[config.mk]
export PLATFORM = sky130hd
export DESIGN_NAME = mem_arbiter
export DESIGN_NICKNAME = d
export VERILOG_FILES = /design/src/rtl/mem_arbiter.sv
export SDC_FILE = /design/constraint.sdc
export NUM_CORES = 1
export LEC_CHECK = 0
export ABC_AREA = 0
export CORE_AREA = 2 2 212 214
export CTS_CLUSTER_SIZE = 24
export DETAILED_ROUTE_END_ITERATION = 8
export DIE_AREA = 0 0 214 216
export PLACE_DENSITY = 0.59
export SYNTH_ARGS = -nofsm -noshare
export SYNTH_HDL_FRONTEND = slang
export SYNTH_SLANG_ARGS = --single-unit
[constraint.sdc]
create_clock -name clk -period 15.2 [get_ports clk]
set_clock_uncertainty 0.2 [all_clocks]
set_input_delay 3.04 -clock clk [delete_from_list [all_inputs] [get_ports clk]]
set_output_delay 3.04 -clock clk [all_outputs]
set_load 0.05 [all_outputs]
[src/rtl/mem_arbiter.sv]
// Two-port round-robin arbiter sharing one memory port between instruction fetch and load/store.
// Each access runs IDLE -> BUSY (until mem_ack) -> RESP (one-cycle rvalid) -> IDLE.
module mem_arbiter (
    input  logic        clk,
    input  logic        rst,

    input  logic        ifu_req_i,
    input  logic [63:0] ifu_addr_i,
    output logic        ifu_gnt_o,
    output logic        ifu_rvalid_o,
    output logic [63:0] ifu_rdata_o,

    input  logic        lsu_req_i,
    input  logic [63:0] lsu_addr_i,
    input  logic [5:0]  lsu_ld_type_i,
    input  logic [3:0]  lsu_st_type_i,
    input  logic [63:0] lsu_wdata_i,
    output logic        lsu_gnt_o,
    output logic        lsu_rvalid_o,
    output logic [63:0] lsu_rdata_o,

    output logic        mem_req_o,
    output logic [63:0] mem_addr_o,
    output logic [5:0]  mem_ld_type_o,
    output logic [3:0]  mem_st_type_o,
    output logic [63:0] mem_wdata_o,
    input  logic        mem_ack_i,
    input  logic [63:0] mem_rdata_i
);

    typedef enum logic [1:0] {
        IDLE = 2'd0,
        BUSY = 2'd1,
        RESP = 2'd2
    } state_e;

    typedef enum logic {
        OWN_IFU = 1'b0,
        OWN_LSU = 1'b1
    } owner_e;

    state_e      state_q;
    owner_e      owner_q;
    logic        mem_req_q;
    logic [63:0] mem_addr_q;
    logic [5:0]  mem_ld_type_q;
    logic [3:0]  mem_st_type_q;
    logic [63:0] mem_wdata_q;
    logic        ifu_rvalid_q;
    logic [63:0] ifu_rdata_q;
    logic        lsu_rvalid_q;
    logic [63:0] lsu_rdata_q;

    logic        lsu_wins_s;
    logic        ifu_gnt_s;
    logic        lsu_gnt_s;

    // Winner selection and combinational grants; on a tie the port that did not own the last access wins.
    always_comb begin
        lsu_wins_s = 1'b0;
        if (lsu_req_i && ifu_req_i) begin
            lsu_wins_s = (owner_q == OWN_IFU);
        end else begin
            lsu_wins_s = lsu_req_i;
        end
        ifu_gnt_s = (state_q == IDLE) && !rst && ifu_req_i && !lsu_wins_s;
        lsu_gnt_s = (state_q == IDLE) && !rst && lsu_wins_s;
    end

    // Access FSM: latches the winner's fields, drives the memory port, returns data to the owner.
    always_ff @(posedge clk or posedge rst) begin
        if (rst) begin
            state_q       <= IDLE;
            owner_q       <= OWN_IFU;
            mem_req_q     <= 1'b0;
            mem_addr_q    <= 64'd0;
            mem_ld_type_q <= 6'd0;
            mem_st_type_q <= 4'd0;
            mem_wdata_q   <= 64'd0;
            ifu_rvalid_q  <= 1'b0;
            ifu_rdata_q   <= 64'd0;
            lsu_rvalid_q  <= 1'b0;
            lsu_rdata_q   <= 64'd0;
        end else begin
            case (state_q)
                IDLE: begin
                    if (lsu_gnt_s) begin
                        state_q       <= BUSY;
                        owner_q       <= OWN_LSU;
                        mem_req_q     <= 1'b1;
                        mem_addr_q    <= lsu_addr_i;
                        mem_ld_type_q <= lsu_ld_type_i;
                        mem_st_type_q <= lsu_st_type_i;
                        mem_wdata_q   <= lsu_wdata_i;
                    end else if (ifu_gnt_s) begin
                        state_q       <= BUSY;
                        owner_q       <= OWN_IFU;
                        mem_req_q     <= 1'b1;
                        mem_addr_q    <= ifu_addr_i;
                        mem_ld_type_q <= 6'b000100;
                        mem_st_type_q <= 4'd0;
                        mem_wdata_q   <= 64'd0;
                    end else begin
                        state_q <= IDLE;
                    end
                end
                BUSY: begin
                    if (mem_ack_i) begin
                        state_q       <= RESP;
                        mem_req_q     <= 1'b0;
                        mem_addr_q    <= 64'd0;
                        mem_ld_type_q <= 6'd0;
                        mem_st_type_q <= 4'd0;
                        mem_wdata_q   <= 64'd0;
                        if (owner_q == OWN_LSU) begin
                            lsu_rvalid_q <= 1'b1;
                            // A pure store returns zero rather than whatever the port drove.
                            lsu_rdata_q  <= (mem_ld_type_q != 6'd0) ? mem_rdata_i : 64'd0;
                        end else begin
                            ifu_rvalid_q <= 1'b1;
                            ifu_rdata_q  <= mem_rdata_i;
                        end
                    end else begin
                        state_q <= BUSY;
                    end
                end
                RESP: begin
                    state_q      <= IDLE;
                    ifu_rvalid_q <= 1'b0;
                    lsu_rvalid_q <= 1'b0;
                end
                default: begin
                    state_q       <= IDLE;
                    mem_req_q     <= 1'b0;
                    mem_addr_q    <= 64'd0;
                    mem_ld_type_q <= 6'd0;
                    mem_st_type_q <= 4'd0;
                    mem_wdata_q   <= 64'd0;
                    ifu_rvalid_q  <= 1'b0;
                    lsu_rvalid_q  <= 1'b0;
                end
            endcase
        end
    end

    assign ifu_gnt_o     = ifu_gnt_s;
    assign lsu_gnt_o     = lsu_gnt_s;
    assign ifu_rvalid_o  = ifu_rvalid_q;
    assign ifu_rdata_o   = ifu_rdata_q;
    assign lsu_rvalid_o  = lsu_rvalid_q;
    assign lsu_rdata_o   = lsu_rdata_q;
    assign mem_req_o     = mem_req_q;
    assign mem_addr_o    = mem_addr_q;
    assign mem_ld_type_o = mem_ld_type_q;
    assign mem_st_type_o = mem_st_type_q;
    assign mem_wdata_o   = mem_wdata_q;

endmodule

---- After elaboration in Yosys (flattened, before gate mapping) ----
Cells that the tools add are included.
storage, ports and cells
  flip-flop bits (word level) ............. 272
  bits in latches ......................... 0
  RAM bits ................................ 0
  memory bits (read-only) ................. 0
  input bits .............................. 271
  output and inout bits ................... 271
  memories kept ........................... 0
operators by class
  add/subtract/negate cells ............... 0
  multiply operators ...................... 0
  div/mod/pow operators ................... 0
  magnitude comparators ................... 0
  equal/unequal tests ..................... 6
  shifts and indexed selects .............. 0
  muxes and demuxes ....................... 33
  bitwise gates (word level) .............. 3
  reduce and logical (&&, ||, !) cells .... 16
operators with widths
  kind                                                 count
  2-to-1 mux 64 bit                                    6
  one-hot mux 64 bit (3 select lines)                  2
  2-to-1 mux 6 bit                                     3
  one-hot mux 6 bit (3 select lines)                   1
  AND reduction 3 bit                                  5
  2-to-1 mux 1 bit                                     12
  2-to-1 mux 4 bit                                     3
  one-hot mux 4 bit (3 select lines)                   1
  != test 2 bit, second input constant                 3
  nonzero test 6 bit                                   1
  logical AND 1 bit                                    5
  one-hot mux 1 bit (2 select lines)                   2
  one-hot mux 2 bit (2 select lines)                   1
  != test 3 bit, second input constant                 1
  NOT 1 bit                                            3
  one-hot mux 1 bit (3 select lines)                   1
  equality test 2 x 1 -> 1 bit, second input constant  1
  equality test 2 bit, second input constant           1
  zero test 1 bit                                      2
  zero test 2 bit                                      1
  2-to-1 mux 2 bit                                     1
  AND reduction 2 bit                                  1
  nonzero test 2 bit                                   1

---- Depth between registers and ports, before layout ----
Gate-level depths: netlist of the first run.
  depth after elaboration ................. 7
  depth in mapped cells ................... 5
  mapped depth without buffers ............ 3

---- Least setup slack after synthesis of the first run ----
No wires, ideal clock.
  path kind ............................... input port to output port
  start point ............................. input rst
  end point ............................... output lsu_gnt_o
  data arrival time ....................... 4.071 ns
  data required time ...................... 11.960 ns
  setup slack ............................. 7.889 ns
  stages .................................. 3
  path buffers ............................ 1
  cell sequence ........................... nor3_2 > and2_1 > clkbuf_1
between the ends
  word-level cells in the longest chain between the ends .. 3
RTL lines
  element                         RTL line  source
  from (decl)                     5         input logic rst,
  zero test 1 bit (no line)       -
  logical AND 1 bit (2 in a row)  67        lsu_gnt_s = (state_q == IDLE) && !rst && lsu_wins_s;
  to (decl)                       18        output logic lsu_gnt_o,
Every way passes these cells.

---- Final worst setup path of the first run ----
  start point ............................. input lsu_req_i
  end point ............................... output lsu_gnt_o
between the ends
  word-level cells in the longest chain between the ends .. 3
RTL lines
  element                RTL line  source
  from (decl)            13        input logic lsu_req_i,
  logical AND 1 bit      61        if (lsu_req_i && ifu_req_i) begin
  2-to-1 mux 1 bit (*)   61
  logical AND 1 bit (*)  67
Every way passes the cells marked *; elsewhere a longest branch is shown, timed or not.

==> results_dict.tcl, run 1 <==
set metrics [dict create \
    synth_ff_type "dfrtp_1" \
    path_class "in -> out" \
    portBuffers 541 \
    path_max_fanout 75 \
    syn_avg_cell_area_sq_um 15.5 \
    grt_usage 0.156 \
    path_common_cell "clkdlybuf4s50_1" \
    fin_setup_tns_ps 0 \
    setup_violations 0 \
    synth_seq_cells 272 \
    rsz0062_at_grt "no" \
    finalNetCount 1487 \
    max_clock_freq_mhz 107 \
    drt-vias-per-instance 4.40 \
    vdd_drop_max_mv 0.127 \
    post_drt_wl_per_cell_um 20.0 \
    worstMarginPinSlew_ps 1040 \
    grt-ovfl-total 0 \
    ys_warn_count 0 \
    final_util 0.408 \
    core_area_sq_um 43800 \
    drt_iter0_drc 465 \
    ctsHoldBuffers 0 \
    outcome "completed" \
    cts_setup_buffers 0 \
    synth_area_sq_um 10600 \
    die_area_sq_um 46200 \
    cts_made_buffers 34 \
    hpwl_um 25900 \
    cts_tree "yes" \
    io_pins 542 \
    syn_inst 686 \
    worstPathRequired_ps 11960 \
    cap_violations 0 \
    cp-end-kind "output pin" \
    worstRegToRegCells 5 \
    final_antenna_net_count 0 \
    fillers 4107 \
    num_vias 8068 \
    ys_seq_area_frac 0.639 \
    yosysUniqueCellTypes 31 \
    grt_pass1_vias 8826 \
    cp_slowest_stage_delay_ps 960 \
    cts_resized 0 \
    synthToLayoutAreaGrowth_pct 68.0 \
    synth_edf_count 0 \
    die_h_um 216 \
    min_period_over_period 0.612 \
    grt_max_degree 126 \
    grt_pass1_wl_um 56300 \
    cts-root-buf "clkbuf_16" \
    cpMaxStageDelayCell "clkdlybuf4s50_1" \
    worstSkewPairLatency_ps 520 \
    cts.htree.levels 2 \
    start_util 0.243 \
    power.leakage_nw 7.64 \
    diodes 0 \
    slew_violations 0 \
    wl_um 36700 \
    antenna_found_initial 0 \
    cts.sinks 272 \
    cp-start-kind "input pin" \
    slew_headroom 0.309 \
    async_flop_share 1.00 \
    num_rows 77 \
    whs_path_depth 1 \
    hold_viol_final 0 \
    clkTransAtPathRegs_ps 60 \
    final_layout_size_suffix_gt1_frac 0.114 \
    power.density_nw_per_um2 226 \
    dieWidth_um 214 \
    first_pass_iters 4 \
    remaining_drc_errors 0 \
    post-route-min-period_ps 9300 \
    gp_congestion 0.876 \
    cp.arrival_ps 6060 \
    min_path_type "reg -> reg" \
    syn_nets 957 \
    cts_buffer_depth 3 \
    cp_cell_sequence "clkdlybuf4s50_1 -> a21boi_4 -> and2_2 -> buf_4 -> clkdlybuf4s50_1" \
]
-- cells by family (layout without fill, tap and decap cells) --
family / Yosys count / after routing / synth area share
mux: 128 / 128 / 0.149
flops: 272 / 272 / 0.639
buf+inv: 60 / 616 / 0.0313
compound gates: 211 / 211 / 0.172
simple gates: 15 / 15 / 0.00858
-- layout by cell type, fill, tap and decap left out, types with 2 or more instances in the layout --
cell type and count:
clkdlybuf4s50_1 541, dfrtp_1 272, a22o_1 137, mux2i_1 64
o2bb2ai_1 64, mux2_4 60, clkbuf_16 37, buf_4 10
bufinv_16 7, clkbuf_8 6, clkinv_2 6, mux2_2 4
nor2_1 3, clkbuf_1 3, inv_1 2, a21oi_4 2
o21ai_0 2, inv_8 2, a31oi_1 2, clkinv_4 2
-- power by group --
part	internal, mW	switching, mW	total (mW)
sequential	0.981	0.154	1.13
combinational	0.737	1.26	2.00
clock	0.592	0.318	0.909
-- final timing paths --
path / to / startpoint / slack [ps]
worst max-delay path: lsu_gnt_o / lsu_req_i / 5900
worst min-delay path: mem_addr_o[50] / mem_addr_o[50] / 280
worst max register to register: mem_wdata_o[24] / state_q[1] / 12440
worst min register to register: mem_addr_o[50] / mem_addr_o[50] / 280
max in group asynchronous: lsu_rdata_o[21] / rst / 10260
min in group asynchronous: ifu_rvalid_o / rst / 2960
-- registers in the layout, summed over array words and instances, names as in the netlist --
| register | count |
|---|---|
| mem_addr_o | 64 |
| ifu_rvalid_o | 1 |
| lsu_rdata_o | 64 |
| mem_st_type_o | 4 |
| mem_ld_type_o | 6 |
| state_q | 2 |
| owner_q | 1 |
| mem_req_o | 1 |
| ifu_rdata_o | 64 |
| mem_wdata_o | 64 |
| lsu_rvalid_o | 1 |
-- synth_stat cells (2+ instances only) --
| cell type | count | area share |
|---|---|---|
| a31oi_1 | 2 | 0.0012 |
| and2_1 | 2 | 0.0012 |
| o21ai_0 | 2 | 0.00094 |
| clkbuf_1 | 6 | 0.0021 |
| a22o_1 | 137 | 0.11 |
| nand2_1 | 2 | 0.00071 |
| buf_6 | 7 | 0.0074 |
| mux2i_1 | 64 | 0.060 |
| dfrtp_1 | 272 | 0.64 |
| o2bb2ai_1 | 64 | 0.053 |
| nor2_1 | 3 | 0.0011 |
| buf_1 | 2 | 0.00071 |
| mux2_2 | 4 | 0.0042 |
| mux2_4 | 60 | 0.085 |
| inv_1 | 3 | 0.0011 |
| buf_2 | 41 | 0.019 |
-- worst max-delay path, delay by kind of cell --
family                 cells  cell delay (ps)
AO/OA/AOI/OAI              1              580
buffers and inverters      3             2080
AND/OR/NAND/NOR            1              260
-- layer usage --
layer | part of all wire | global-route usage
met1 | 0.40 | 0.187
met2 | 0.50 | 0.266
met3 | 0.078 | 0.0483
met4 | 0.023 | 0.0527
met5 | 0 | 0
-- final cells by class --
cell class	count	area, sq um	share of cell area
clock buffer	46	1020	0.0570
tap	592	741	0.0414
multi-input combinational	354	3540	0.198
sequential	272	6810	0.380
clock inverter	16	269	0.0150
timing repair buffer	551	5490	0.307
inverter	3	18.8	0.00105
-- through the flow --
step                std cells  setup slack [ps]  power, mW  hold WS, ps  area, sq um
floorplan                 686              4460       2.41          297        10600
global placement         1772              5950       3.15          271        16600
CTS                      1834              5870       4.10          290        17900
finish                   1834              5900       4.04          285        17900
detailed placement       1772              5880       3.16          273        16600
global route             1834              5720       4.21          300        17900
Note: power is estimated with default switching activity, not from simulation.
==> run 2, diff against run 1 <==
Settings changed: PLACE_DENSITY 0.59 to 0.61.
Clock period 15.2 ns to 8.55 ns, I/O delays scaled along.
==> run 2 against run 1 <==
Largest cell class unchanged. Critical endpoint unchanged. First-iteration DRC count shrank 23%. Worst hold slack is essentially flat. Sequential cell count is the same. Global-route usage shrank 0.057 points. Critical path type unchanged. Wire length shrank 0.85%. Via count grew 0.11%.
==> results_dict.tcl, run 2 (synthesis results as in run 1) <==
set metrics [dict create \
    clkTransAtPathRegs_ps 50 \
    die_area_sq_um 46200 \
    drt-vias-per-instance 4.42 \
    crit_path_start "lsu_req_i" \
    final_cells 1827 \
    cts-root-buf "clkbuf_16" \
    diodes 0 \
    portBuffers 541 \
    cts_resized 0 \
    grt_max_degree 129 \
    cts.htree.levels 2 \
    cts_tree "yes" \
    cp-end-kind "output pin" \
    gp_congestion 0.855 \
    final_common_cell "clkdlybuf4s50_1" \
    grt_pass1_vias 8778 \
    die_h_um 216 \
    drt_iter0_drc 358 \
    vdd_drop_max_mv 0.224 \
    cts_buffer_depth 3 \
    finalNetCount 1488 \
    power.density_nw_per_um2 394 \
    setup_violations 0 \
    whs_path_depth 1 \
    post_drt_wl_per_cell_um 19.9 \
    slew_headroom 0.296 \
    fin_ws_ps 2670 \
    final_layout_size_suffix_gt1_frac 0.108 \
    cp-start-kind "input pin" \
    remaining_drc_errors 0 \
    final_cell_mix "clkdlybuf4s50_1, dfrtp_1, a22o_1" \
    min_period_over_period 0.688 \
    first_pass_iters 4 \
    rsz0062_at_grt "no" \
    power.leakage_nw 7.54 \
    gr-max-usage-layer "met2" \
    wl_um 36400 \
    io_pins 542 \
    cts_made_buffers 34 \
    dieWidth_um 214 \
    num_rows 77 \
    final_antenna_net_count 0 \
    antenna_found_initial 1 \
    worstMarginPinSlew_ps 1060 \
    grt_usage 0.156 \
    grt_util_met2 0.260 \
    regToRegStartpoint "owner_q" \
    worstPathRequired_ps 6640 \
    slew_violations 0 \
    grt_util_met1 0.195 \
    met3_usage 0.0438 \
    core_area_sq_um 43800 \
    hpwl_um 26000 \
    fin_setup_tns_ps 0 \
    ctsHoldBuffers 0 \
    cts_setup_buffers 0 \
    cap_violations 0 \
    holdPathEnd "mem_addr_o[42]" \
    post-route-min-period_ps 5880 \
    final_util 0.404 \
    grt_pass1_wl_um 56100 \
    max_clock_freq_mhz 170 \
    worstReg2RegEnd "mem_addr_o[0]" \
    outcome "completed" \
    worstRegToRegCells 4 \
    path_max_fanout 13 \
    worstSkewPairLatency_ps 520 \
    cts.sinks 272 \
    min_path_type "reg -> reg" \
    dp.cells 1773 \
    num_vias 8077 \
    cp.arrival_ps 3970 \
    worst_hold_startpoint "mem_addr_o[42]" \
    rrSetupSlack_ps 5900 \
    path_class "in -> out" \
    hold_viol_final 0 \
    pre_cts_slack_ps 2640 \
    synthToLayoutAreaGrowth_pct 66.2 \
    grt-ovfl-total 0 \
    start_util 0.243 \
]
## run 2: cell types whose count changed in the layout (fill, tap and decap cells not counted), sizes merged
cell | previous run | this run
buf | 10 | 11
bufinv | 7 | 2
clkbuf | 46 | 47
clkinv | 8 | 4
clkinvlp | 0 | 1
inv | 4 | 3
## run 2: worst max-delay path: stages
cell	delay [ps]
clkdlybuf4s50_1	510
a21boi_4	500
and2_2	330
clkdlybuf4s50_1	910
## run 2: metal layers
| layer | part of all wire | vias to the layer above | wire length, um |
|---|---|---|---|
| met1 | 0.42 | 4030 | 15200 |
| met5 | 0.00027 | - | 10 |
| li1 | - | 3682 | - |
| met4 | 0.026 | 2 | 934 |
| met2 | 0.49 | 309 | 17900 |
| met3 | 0.066 | 54 | 2410 |
## run 2: worst max path at each step
stage | slack [ps] | cells past startpoint | to
finish | 2670 | 4 | lsu_gnt_o
global route | 2590 | 4 | lsu_gnt_o
floorplan | 3040 | 1 | ifu_rdata_o[0]
CTS | 2630 | 4 | lsu_gnt_o
detailed placement | 2640 | 4 | lsu_gnt_o
global placement | 2640 | 4 | lsu_gnt_o
## run 2: report_power, final
group / internal (mW) / leakage [nW] / switching [mW]
logic: 1.31 / 3.53 / 2.24
registers: 1.74 / 3.47 / 0.271
clock network: 0.864 / 0.536 / 0.544
total: 3.92 / 7.54 / 3.05
## run 2: area by class of cell
class                   instances  area (sq um)
clock buffers                  47           991
clock inverters                 7          92.6
fillers                      4115         26100
inverters                       3          15.0
multi-input cells             354          3540
flip-flops and latches        272          6810
well taps                     592           741
repair buffers                552          5510
## run 2: metrics by stage
stage          hold WS [ps]  total power, mW  cell area, sq um
3_3_place_gp            271             5.58             16600
3_5_place_dp            273             5.60             16600
2_1_floorplan           297             4.29             10700
4_1_cts                 288             7.06             17700
6_report                285             6.97             17700
5_1_grt                 295             7.26             17700
